File: config.mk
export PLATFORM = sky130hd
export DESIGN_NAME = seq_divider
export DESIGN_NICKNAME = d
export VERILOG_FILES = /design/src/rtl/seq_divider.sv
export SDC_FILE = /design/constraint.sdc
export NUM_CORES = 1
export LEC_CHECK = 0
export ABC_AREA = 1
export CORE_UTILIZATION = 33
export CTS_CLUSTER_SIZE = 20
export DETAILED_ROUTE_END_ITERATION = 7
export PLACE_DENSITY = 0.48
export SLEW_MARGIN = 20
export SYNTH_ARGS = -nofsm -noshare
export SYNTH_HDL_FRONTEND = slang
export SYNTH_SLANG_ARGS = --single-unit
File: constraint.sdc
create_clock -name Clock -period 3.8 [get_ports Clock]
set_input_delay 1.14 -clock Clock [delete_from_list [all_inputs] [get_ports Clock]]
set_output_delay 1.14 -clock Clock [all_outputs]
set_load 0.005 [all_outputs]
File: src/rtl/seq_divider.sv
// Multicycle signed restoring divider (div/divu): quotient on LO_Out, remainder on HI_Out.
// Optional macro DIV_UNSIGNED_EN adds the Div_Unsigned port for divu support.
module seq_divider #(
  parameter int WIDTH = 32
) (
  input  logic             Clock,
  input  logic             Reset,
  input  logic             Div_Control,
  input  logic [WIDTH-1:0] A_In,
  input  logic [WIDTH-1:0] B_In,
`ifdef DIV_UNSIGNED_EN
  input  logic             Div_Unsigned,
`endif
  output logic             Busy,
  output logic             Done,
  output logic             Div_Zero,
  output logic [WIDTH-1:0] HI_Out,
  output logic [WIDTH-1:0] LO_Out
);

  localparam int CW = (WIDTH > 2) ? $clog2(WIDTH) : 1;

  typedef enum logic [2:0] {S_IDLE, S_SETUP, S_ITER, S_FIX, S_DONE} state_t;

  typedef struct packed {
    logic [WIDTH-1:0] a;
    logic [WIDTH-1:0] b;
    logic             uns;
  } req_t;

  state_t           r_state, w_next;
  req_t             r_req, w_req;
  logic [WIDTH-1:0] r_dvd, r_dvs, r_rem, r_hi, r_lo;
  logic [CW-1:0]    r_cnt;
  logic             r_qneg, r_rneg, r_dz;

  logic             w_accept, w_zero, w_ge;
  logic [WIDTH-1:0] w_a_abs, w_b_abs;
  logic [WIDTH:0]   w_shift, w_diff;

  always_comb begin
    w_req.a   = A_In;
    w_req.b   = B_In;
`ifdef DIV_UNSIGNED_EN
    w_req.uns = Div_Unsigned;
`else
    w_req.uns = 1'b0;
`endif
  end

  assign w_accept = (r_state == S_IDLE) && Div_Control;
  assign w_zero   = (B_In == '0);

  // 0x80..0 negates to itself and is then read as unsigned 2^(WIDTH-1).
  assign w_a_abs = (!r_req.uns && r_req.a[WIDTH-1]) ? (~r_req.a + 1'b1) : r_req.a;
  assign w_b_abs = (!r_req.uns && r_req.b[WIDTH-1]) ? (~r_req.b + 1'b1) : r_req.b;

  // Shifted partial remainder kept one bit wider so large unsigned divisors compare correctly.
  assign w_shift = {r_rem, r_dvd[WIDTH-1]};
  assign w_ge    = (w_shift >= {1'b0, r_dvs});
  assign w_diff  = w_shift - {1'b0, r_dvs};

  always_ff @(posedge Clock or negedge Reset) begin
    if (!Reset) r_state <= S_IDLE;
    else        r_state <= w_next;
  end

  always_comb begin
    w_next = r_state;
    Busy   = 1'b0;
    Done   = 1'b0;
    case (r_state)
      S_IDLE:  if (w_accept && !w_zero) w_next = S_SETUP;
      S_SETUP: begin
        Busy   = 1'b1;
        w_next = S_ITER;
      end
      S_ITER: begin
        Busy = 1'b1;
        if (r_cnt == '0) w_next = S_FIX;
      end
      S_FIX: begin
        Busy   = 1'b1;
        w_next = S_DONE;
      end
      S_DONE: begin
        Done   = 1'b1;
        w_next = S_IDLE;
      end
      default: w_next = S_IDLE;
    endcase
  end

  always_ff @(posedge Clock or negedge Reset) begin
    if (!Reset) begin
      r_req  <= '0;
      r_dvd  <= '0;
      r_dvs  <= '0;
      r_rem  <= '0;
      r_cnt  <= '0;
      r_qneg <= 1'b0;
      r_rneg <= 1'b0;
      r_dz   <= 1'b0;
      r_hi   <= '0;
      r_lo   <= '0;
    end else begin
      r_dz <= w_accept && w_zero;
      if (w_accept && !w_zero) r_req <= w_req;
      case (r_state)
        S_SETUP: begin
          r_dvd  <= w_a_abs;
          r_dvs  <= w_b_abs;
          r_rem  <= '0;
          r_cnt  <= CW'(WIDTH - 1);
          r_qneg <= !r_req.uns && (r_req.a[WIDTH-1] ^ r_req.b[WIDTH-1]);
          r_rneg <= !r_req.uns && r_req.a[WIDTH-1];
        end
        S_ITER: begin
          // Quotient bits shift into the dividend register as it empties.
          r_rem <= w_ge ? w_diff[WIDTH-1:0] : w_shift[WIDTH-1:0];
          r_dvd <= {r_dvd[WIDTH-2:0], w_ge};
          r_cnt <= r_cnt - 1'b1;
        end
        S_FIX: begin
          r_lo <= r_qneg ? (~r_dvd + 1'b1) : r_dvd;
          r_hi <= r_rneg ? (~r_rem + 1'b1) : r_rem;
        end
        default: ;
      endcase
    end
  end

  assign Div_Zero = r_dz;
  assign HI_Out   = r_hi;
  assign LO_Out   = r_lo;

endmodule

After elaboration in Yosys (flattened, before gate mapping)
Cells that the tools add are included.

word-level totals
  input port bits = 67
  flip-flop bits (word level) = 235
  word-level logic and storage cells = 53
  output and inout bits = 67

cells by class
  equal/unequal tests = 6
  $lt $le $gt $ge = 1
  reductions and logical operators = 10
  multiplexer cells = 13
  $add $sub $neg = 6
  bitwise operators = 5

operators by type and width
  operator                                                count
  two-way mux 32 bit                                      5
  adder 32 x 1 -> 32 bit (second input constant)          4
  NOT 32 bit                                              4
  one-hot mux 32 bit (2 select lines)                     2
  greater-or-equal comparator 33 x 32 -> 1 bit            1
  logical NOT 32 bit                                      1
  subtractor 32 bit                                       1
  one-hot mux 3 bit (4 select lines)                      1
  one-hot mux 5 bit (2 select lines)                      1
  == test 3 x 2 -> 1 bit (second input constant)          2
  two-way mux 3 bit                                       2
  logical NOT 5 bit                                       1
  subtractor 5 x 1 -> 5 bit (second input constant)       1
  == test 3 x 1 -> 1 bit (second input constant)          1
  == test 3 bit (second input constant)                   1
  logical AND 1 bit                                       3
  logical NOT 3 bit                                       1
  OR reduction 3 bit                                      1
  two-way mux 1 bit                                       2
  inequality test 2 x 1 -> 1 bit (second input constant)  1
  inequality test 2 bit (second input constant)           1
  AND reduction 2 bit                                     1
  nonzero test 2 bit                                      1
  logical NOT 1 bit                                       1
  bitwise XOR 1 bit                                       1

Depth between registers and ports, before layout
Gate-level depths: netlist of the first run.

  word-level depth = 5
  mapped depth = 16
  depth with buffers taken out = 16

Worst setup path after synthesis of the first run
No wires, ideal clock.

  path type = input -> register
  from = input port B_In[1]
  to = register r_req[64] (netlist name)
  setup time = 0.136 ns
  stages = 8
  required time = 3.664 ns
  arrival time = 2.239 ns
  setup slack = 1.425 ns
  buffers on the path = 2
  cells stage by stage = nor4_1 -> nand2_1 -> nor2_1 -> nand4_2 -> nand2_2 -> buf_6 -> buf_4 -> a21oi_1

between the ends
  cells in the longest elaborated chain, start to end = 3

RTL lines
  item                    RTL line  RTL
  start: declaration      10        input logic [WIDTH-1:0] B_In,
  logical NOT 32 bit      52        assign w_zero = (B_In == '0);
  logical NOT 1 bit       108       if (w_accept && !w_zero) r_req <= w_req;
  logical AND 1 bit       108
  end signal: assignment  108
  end: declaration        32        req_t r_req, w_req;

No other way between the ends.
A chain may end at the register's enable or synchronous reset.

Worst setup path after layout of the first run
  from = register r_state[2]
  to = output port Done

between the ends
  cells in the longest elaborated chain, start to end = 2

RTL lines
  item                      RTL line  RTL
  start: declaration        31        state_t r_state, w_next;
  start signal: assignment  65        else r_state <= w_next;
  == test 3 bit             72        case (r_state)
  two-way mux 1 bit         72
  end: declaration          15        output logic Done,

No other way between the ends.

==> metrics.csv, run 1 <==
stage;metric;value;unit
outcome;outcome;complete, no violations;
detailed_routing;wire_per_inst;17.3;um
timing;min_period_over_period;83.8;%
power;power_density;1010;nW/um2
critical_path;type_of_destination_of_the_critical_path;output port;
clocking;cts_hold_repair.buffers;0;
synthesis;async_reset_ff_share;100;%
critical_path;r2r_cells;10;
synthesis;synthDominantAreaCellType;sky130_fd_sc_hd__dfrtp_1;
hold_path;hold_depth;2;
detailed_routing;num_vias;14931;
synthesis;yosysMostFrequentCell;sky130_fd_sc_hd__nand2_1;
layout;multi_input_comb_area;8110;um2
layout;layout.area.seq;5880;um2
power;power_switching_share;50.8;%
detailed_routing;via_per_inst;4.95;
detailed_routing;routed_wl;52.2;mm
die;die-area;47900;um2
die;die_width;219;um
synthesis;syn_area_per_cell;6.82;um2
hold_path;timing.hold.worst.class;reg -> reg;
die;floorplan.io_pins;134;
place;placed_area;17500;um2
grt;grt_start_max_net_pins;69;
power;seq_power_share;26.7;%
timing;setup_violations;0;
synthesis;number_of_flops_mapped_to_enable_cells_by_yosys;0;
timing;maxSlewHeadroom;38.8;%
job;drv.max_cap_violation_count;0;
detailed_routing;detailedRoute.firstPassIterationCount;5;
critical_path;cp_max_fo;5;
critical_path;timing.critical_path.arrival;2.04;ns
clocking;cts_resized;0;
layout;drive_gt1_share;4.57;%
synthesis;largest_cells_by_area_after_synthesis;sky130_fd_sc_hd__dfrtp_1 38%, sky130_fd_sc_hd__nand2_1 16%, sky130_fd_sc_hd__inv_1 7.2%, sky130_fd_sc_hd__nand3_1 7.1%, sky130_fd_sc_hd__nor2_1 5.8%;
place;detailed_place_hpwl;40.7;mm
die;floorplan.rows;79;
power;power.share.combinational;58.0;%
grt;number_of_global_route_vias_before_repair;14263;
layout;finalCoreUtilization;39.7;%
grt;gr-total-overflow;0;
grt;grt_first_pass_wirelength;82.7;mm
clocking;htree_levels;1;
synthesis;synth.lib_cells_used.distinct;46;
critical_path;crit_path_start_kind;flip-flop;
clocking;ctsRootBufferMaster;sky130_fd_sc_hd__clkbuf_16;
synthesis;synth-seq-area-share;37.9;%
synthesis;synthesis.nets;2381;
timing;post-route-min-period;3.18;ns
layout;fillers;4992;
timing;timing.fmax;314;MHz
clocking;cts_max_path_buffers;3;
critical_path;worst-setup-path-type;reg -> out;
timing;setup_total_negative_slack;0;ns
clocking;cts-buffers-inserted;30;
synthesis;yosysWarningCount;0;
clocking;numClockSinks;235;
clocking;worstSkewPairLatency;0.59;ns
synthesis;syn_inst;2275;
place;port_buffers;133;
power;switchingPower;9.42;mW
grt;antenna_found_initial;0;
power;cellInternalPower;9.12;mW
grt;grt_usage;22.2;%
critical_path;critPathRequiredTime;2.66;ns
place;routability_congestion;0.885;
die;starting_density;33.4;%
power;power.ir.vdd_worst;435;uV
timing;drv_slew;0;
synthesis;yosys.area.top_type_share;37.9;%
layout;post-route-cell-area;18400;um2
synthesis;syn_area;15500;um2
timing;rsz0062_at_grt;no;
clocking;postCtsSetupBuffers;0;
detailed_routing;first_iter_violations;1184;
timing;finalClockSkew;0.0161;ns
die;fp.dieH;219;um
die;core;46500;um2
detailed_routing;detail_route.drc_violations;0;
timing;worstMarginPinSlew;0.917;ns
power;power.clock.fraction;15.4;%
timing;hold_viol_final;0;
synthesis;synth_top_cells_by_count;666 x sky130_fd_sc_hd__nand2_1, 298 x sky130_fd_sc_hd__inv_1, 240 x sky130_fd_sc_hd__nor2_1, 235 x sky130_fd_sc_hd__dfrtp_1, 221 x sky130_fd_sc_hd__nand3_1;
synthesis;synth-main-ff-cell;sky130_fd_sc_hd__dfrtp_1;
layout;antenna_cells_inserted;0;
clocking;tritoncts;done;
synthesis;ys_seq_elements;235;
power;total_leakage_power;9.12;nW
layout;nets;2491;
clocking;path_clk_slew;0.07;ns
detailed_routing;final_antenna_net_count;0;
layout;layout-area-overhead-vs-synth;18.9;%
cell usage in the layout (no fill, tap or decap), types with 38 or more instances in the layout:
cell,n
sky130_fd_sc_hd__inv_1,298
sky130_fd_sc_hd__nand2_1,666
sky130_fd_sc_hd__o21ai_0,111
sky130_fd_sc_hd__dfrtp_1,235
sky130_fd_sc_hd__nor2_1,239
sky130_fd_sc_hd__nand3_1,221
sky130_fd_sc_hd__a21oi_1,92
sky130_fd_sc_hd__xor2_1,65
sky130_fd_sc_hd__clkdlybuf4s50_1,132
sky130_fd_sc_hd__ha_1,38
per-layer routing:
metal	vias to the layer above	global-route usage [%]	part of all wire, %
met2	393	32.8	42
li1	7518	-	-
met1	6943	33.6	50
met4	0	6.97	3.2
met5	-	0	0
met3	77	1.93	4.3
through the flow:
step	power (mW)	setup slack (ns)	hold WS, ns	std cells
2_1_floorplan	12.0	1.42	0.447	2275
3_3_place_gp	15.6	0.602	0.467	2960
3_5_place_dp	15.7	0.614	0.466	2960
4_1_cts	18.7	0.603	0.482	3014
5_1_grt	20.3	0.557	0.503	3014
6_report	18.5	0.617	0.481	3014
flip-flops by register name, summed over array words and instances (netlist names):
signal,flops
r_dvs,32
r_rem,32
Div_Zero,1
r_rneg,1
r_req,64
r_cnt,5
r_qneg,1
HI_Out,32
r_dvd,32
r_state,3
LO_Out,32
cells by family after synthesis:
logic type	Yosys count	share of synthesized area (%)
AOI/OAI and AO/OA	298	10.7
xor gates and xnor gates	82	4.63
adders and majority gates	39	3.20
buffers and inverters	382	9.90
DFF	235	37.9
and+or+nand+nor	1239	33.7
power by group through the flow:
stage | logic [mW] | clock network (mW) | registers [mW]
after floorplan | 7.51 | 0 | 4.48
after global placement | 10.7 | 0 | 4.93
after detailed placement | 10.8 | 0 | 4.94
after CTS | 10.8 | 2.91 | 4.92
after global routing | 12.2 | 3.00 | 5.07
final | 10.8 | 2.85 | 4.94
path summary, 6_finish.rpt:
path                       slack [ns]               endpoint                   start
max                              0.62                   Done  r_state[2]$_DFFE_PN0P_
min                              0.48  r_dvs[30]$_DFFE_PN0P_   r_dvs[30]$_DFFE_PN0P_
max reg2reg                      0.90  r_rem[13]$_DFFE_PN0N_   r_rem[16]$_DFFE_PN0N_
min reg2reg                      0.48  r_dvs[30]$_DFFE_PN0P_   r_dvs[30]$_DFFE_PN0P_
max in group asynchronous        2.41  r_req[29]$_DFFE_PN0P_                   Reset
min in group asynchronous        0.50   r_rem[3]$_DFFE_PN0N_                   Reset
cell type report:
class	count	share of cell area [%]
inverter	305	6.22
multi-input combinational	1658	44.0
tap	607	4.12
clock buffer	43	4.72
timing repair buffer	155	8.41
clock inverter	11	0.631
sequential	235	31.9
worst max-delay path: stages (launching register included):
cell and delay [ns]:
sky130_fd_sc_hd__dfrtp_1 0.53, sky130_fd_sc_hd__nor3b_1 0.34, sky130_fd_sc_hd__clkdlybuf4s50_1 0.57
Note: power is estimated with default switching activity, not from simulation.
==> inputs of run 2 (changes only) <==
Settings changed: PLACE_DENSITY 0.48 to 0.5.
Clock period 3.8 ns to 2.7 ns, I/O delays scaled along.
==> run 2 against run 1 <==
Against the previous run:
- non-clock buffer count increased by 47
- sequential power increased by 37%
- global-route usage fell by 0.40 points
- core utilization is 1.1 points higher
- design area grew 2.7%
- flip-flop and latch count is the same
- die area unchanged
- worst hold slack worse by 0.30 ns
- combinational power is 46% higher
- critical endpoint unchanged
- routed wire length shrank 1.4%
- clock skew is 0.0063 ns higher
- final cell count is 1.5% higher
- largest power group unchanged
==> metrics.csv, run 2 (synthesis results as in run 1) <==
stage;metric;value;unit
detailed_routing;num_vias;15054;
detailed_routing;detail_route.drc_violations;0;
detailed_routing;routed_wl;51.5;mm
outcome;outcome;complete, no violations;
die;core;46500;um2
hold_path;timing.hold.worst.class;in -> async;
timing;hold_viol_final;0;
layout;max_reg_flops;64;
layout;layout.area.seq;5880;um2
detailed_routing;final_antenna_net_count;0;
clocking;ctsRootBufferMaster;sky130_fd_sc_hd__clkbuf_16;
timing;fin_worst_hold_slack;0.184;ns
detailed_routing;detailedRoute.firstPassIterationCount;6;
timing;worstMarginPinSlew;0.711;ns
power;power_density;1410;nW/um2
die;die_width;219;um
clocking;cts-buffers-inserted;29;
clocking;worstSkewPairLatency;0.58;ns
clocking;numClockSinks;235;
layout;drive_gt1_share;6.64;%
job;drv.max_cap_violation_count;0;
clocking;tritoncts;done;
timing;rsz0062_at_grt;no;
detailed_routing;first_iter_violations;1190;
layout;antenna_cells_inserted;0;
timing;finalClockSkew;0.0225;ns
power;power.ir.vdd_worst;831;uV
layout;layout-area-overhead-vs-synth;22.1;%
critical_path;critPathRequiredTime;1.89;ns
grt;grt_first_pass_wirelength;81.3;mm
timing;setup_violations;0;
critical_path;worst-setup-path-type;reg -> out;
timing;post-route-min-period;2.62;ns
timing;timing.fmax;382;MHz
place;port_buffers;133;
power;total_leakage_power;9.42;nW
layout;layout_common_cells;666 x sky130_fd_sc_hd__nand2_1, 298 x sky130_fd_sc_hd__inv_1, 237 x sky130_fd_sc_hd__nor2_1, 235 x sky130_fd_sc_hd__dfrtp_1, 221 x sky130_fd_sc_hd__nand3_1;
layout;layout.cells.most_common;sky130_fd_sc_hd__nand2_1;
die;floorplan.io_pins;134;
place;routability_congestion;0.902;
grt;grt_usage;21.8;%
die;die-area;47900;um2
clocking;cts_max_path_buffers;3;
clocking;htree_levels;1;
timing;maxSlewHeadroom;52.6;%
detailed_routing;wire_per_inst;16.8;um
die;fp.dieH;219;um
power;post_layout_total_power;26.7;mW
die;floorplan.rows;79;
layout;largest-register;r_req;
die;starting_density;33.4;%
timing;drv_slew;0;
grt;gr-total-overflow;0;
layout;fillers;4936;
critical_path;timing.critical_path.arrival;1.81;ns
timing;min_period_over_period;97.1;%
critical_path;crit_path_start_kind;flip-flop;
grt;antenna_found_initial;1;
critical_path;type_of_destination_of_the_critical_path;output port;
clocking;path_clk_slew;0.06;ns
layout;multi_input_comb_area;8120;um2
detailed_routing;via_per_inst;4.92;
grt;grt_start_max_net_pins;88;
layout;nets;2537;
place;detailed_place_hpwl;40.7;mm
critical_path;cp_max_fo;4;
grt;number_of_global_route_vias_before_repair;14445;
[run 2: cell types whose count changed in the layout (fill, tap and decap cells not counted), moves of 2 or more]
cell | before | now
sky130_fd_sc_hd__buf_12 | 4 | 12
sky130_fd_sc_hd__nor2_1 | 239 | 237
sky130_fd_sc_hd__nor2_2 | 8 | 10
sky130_fd_sc_hd__buf_4 | 18 | 57
sky130_fd_sc_hd__bufinv_16 | 1 | 4
sky130_fd_sc_hd__clkbuf_8 | 7 | 5
sky130_fd_sc_hd__clkbuf_1 | 6 | 2
[run 2: through the flow]
step | TNS (ns) | instance area, um2 | std cells | utilization [%] | setup slack, ns
finish | 0 | 18900 | 3060 | 40.7 | 0.0796
global route | 0 | 18900 | 3060 | 40.7 | 0.0134
CTS | 0 | 18900 | 3060 | 40.7 | 0.00298
detailed placement | -7.63 | 17900 | 3007 | 38.5 | -0.173
global placement | -5.22 | 17900 | 3007 | 38.5 | -0.140
floorplan | 0 | 15500 | 2275 | - | 0.655
[run 2: final timing paths]
check                      depth (start not counted)                     to                    from  slack, ns
max in group asynchronous                          2  r_req[17]$_DFFE_PN0P_                   Reset       1.82
hold reg to reg                                    2  HI_Out[8]$_DFFE_PN0P_   HI_Out[8]$_DFFE_PN0P_       0.48
setup / recovery                                   2                   Done  r_state[0]$_DFFE_PN0P_       0.08
min in group Clock                                 2  HI_Out[8]$_DFFE_PN0P_   HI_Out[8]$_DFFE_PN0P_       0.48
setup reg to reg                                  12  r_rem[24]$_DFFE_PN0N_   r_rem[14]$_DFFE_PN0N_       0.16
hold / removal                                     1  r_rem[27]$_DFFE_PN0N_                   Reset       0.18
[run 2: power breakdown]
group | internal [mW] | total (mW) | switching [mW] | leakage, nW
clock | 2.50 | 4.10 | 1.61 | 0.498
combinational | 5.78 | 15.8 | 10.0 | 6.08
sequential | 5.18 | 6.79 | 1.61 | 2.84
total | 13.5 | 26.7 | 13.3 | 9.42
[run 2: repair_timing]
item	in CTS	in global routing
setup buffers	0	0
cloned	0	0
pin swaps	0	0
hold buffers	0	0
endpoints found under the setup margin	2	3
gates resized for setup	1	2
[run 2: area by class of cell]
| type | instances | share of cell area (%) |
|---|---|---|
| inverters | 305 | 6.05 |
| well taps | 607 | 4.01 |
| multi-input cells | 1658 | 42.9 |
| repair buffers | 202 | 10.6 |
| flip-flops and latches | 235 | 31.1 |
| clock inverters | 17 | 1.14 |
| clock buffers | 36 | 4.24 |
[run 2: routing by layer]
| layer | track usage, % | up-vias | share of wire, % |
|---|---|---|---|
| li1 | - | 7613 | - |
| met1 | 31.4 | 6941 | 48 |
| met2 | 33.9 | 413 | 44 |
| met3 | 2.60 | 87 | 5.1 |
| met4 | 6.37 | 0 | 2.9 |
| met5 | 0 | - | 0 |
[run 2: worst max-delay path: stages (launching register included)]
cell and delay (ns):
sky130_fd_sc_hd__dfrtp_1 0.42, sky130_fd_sc_hd__nor3b_2 0.26, sky130_fd_sc_hd__clkdlybuf4s50_1 0.55
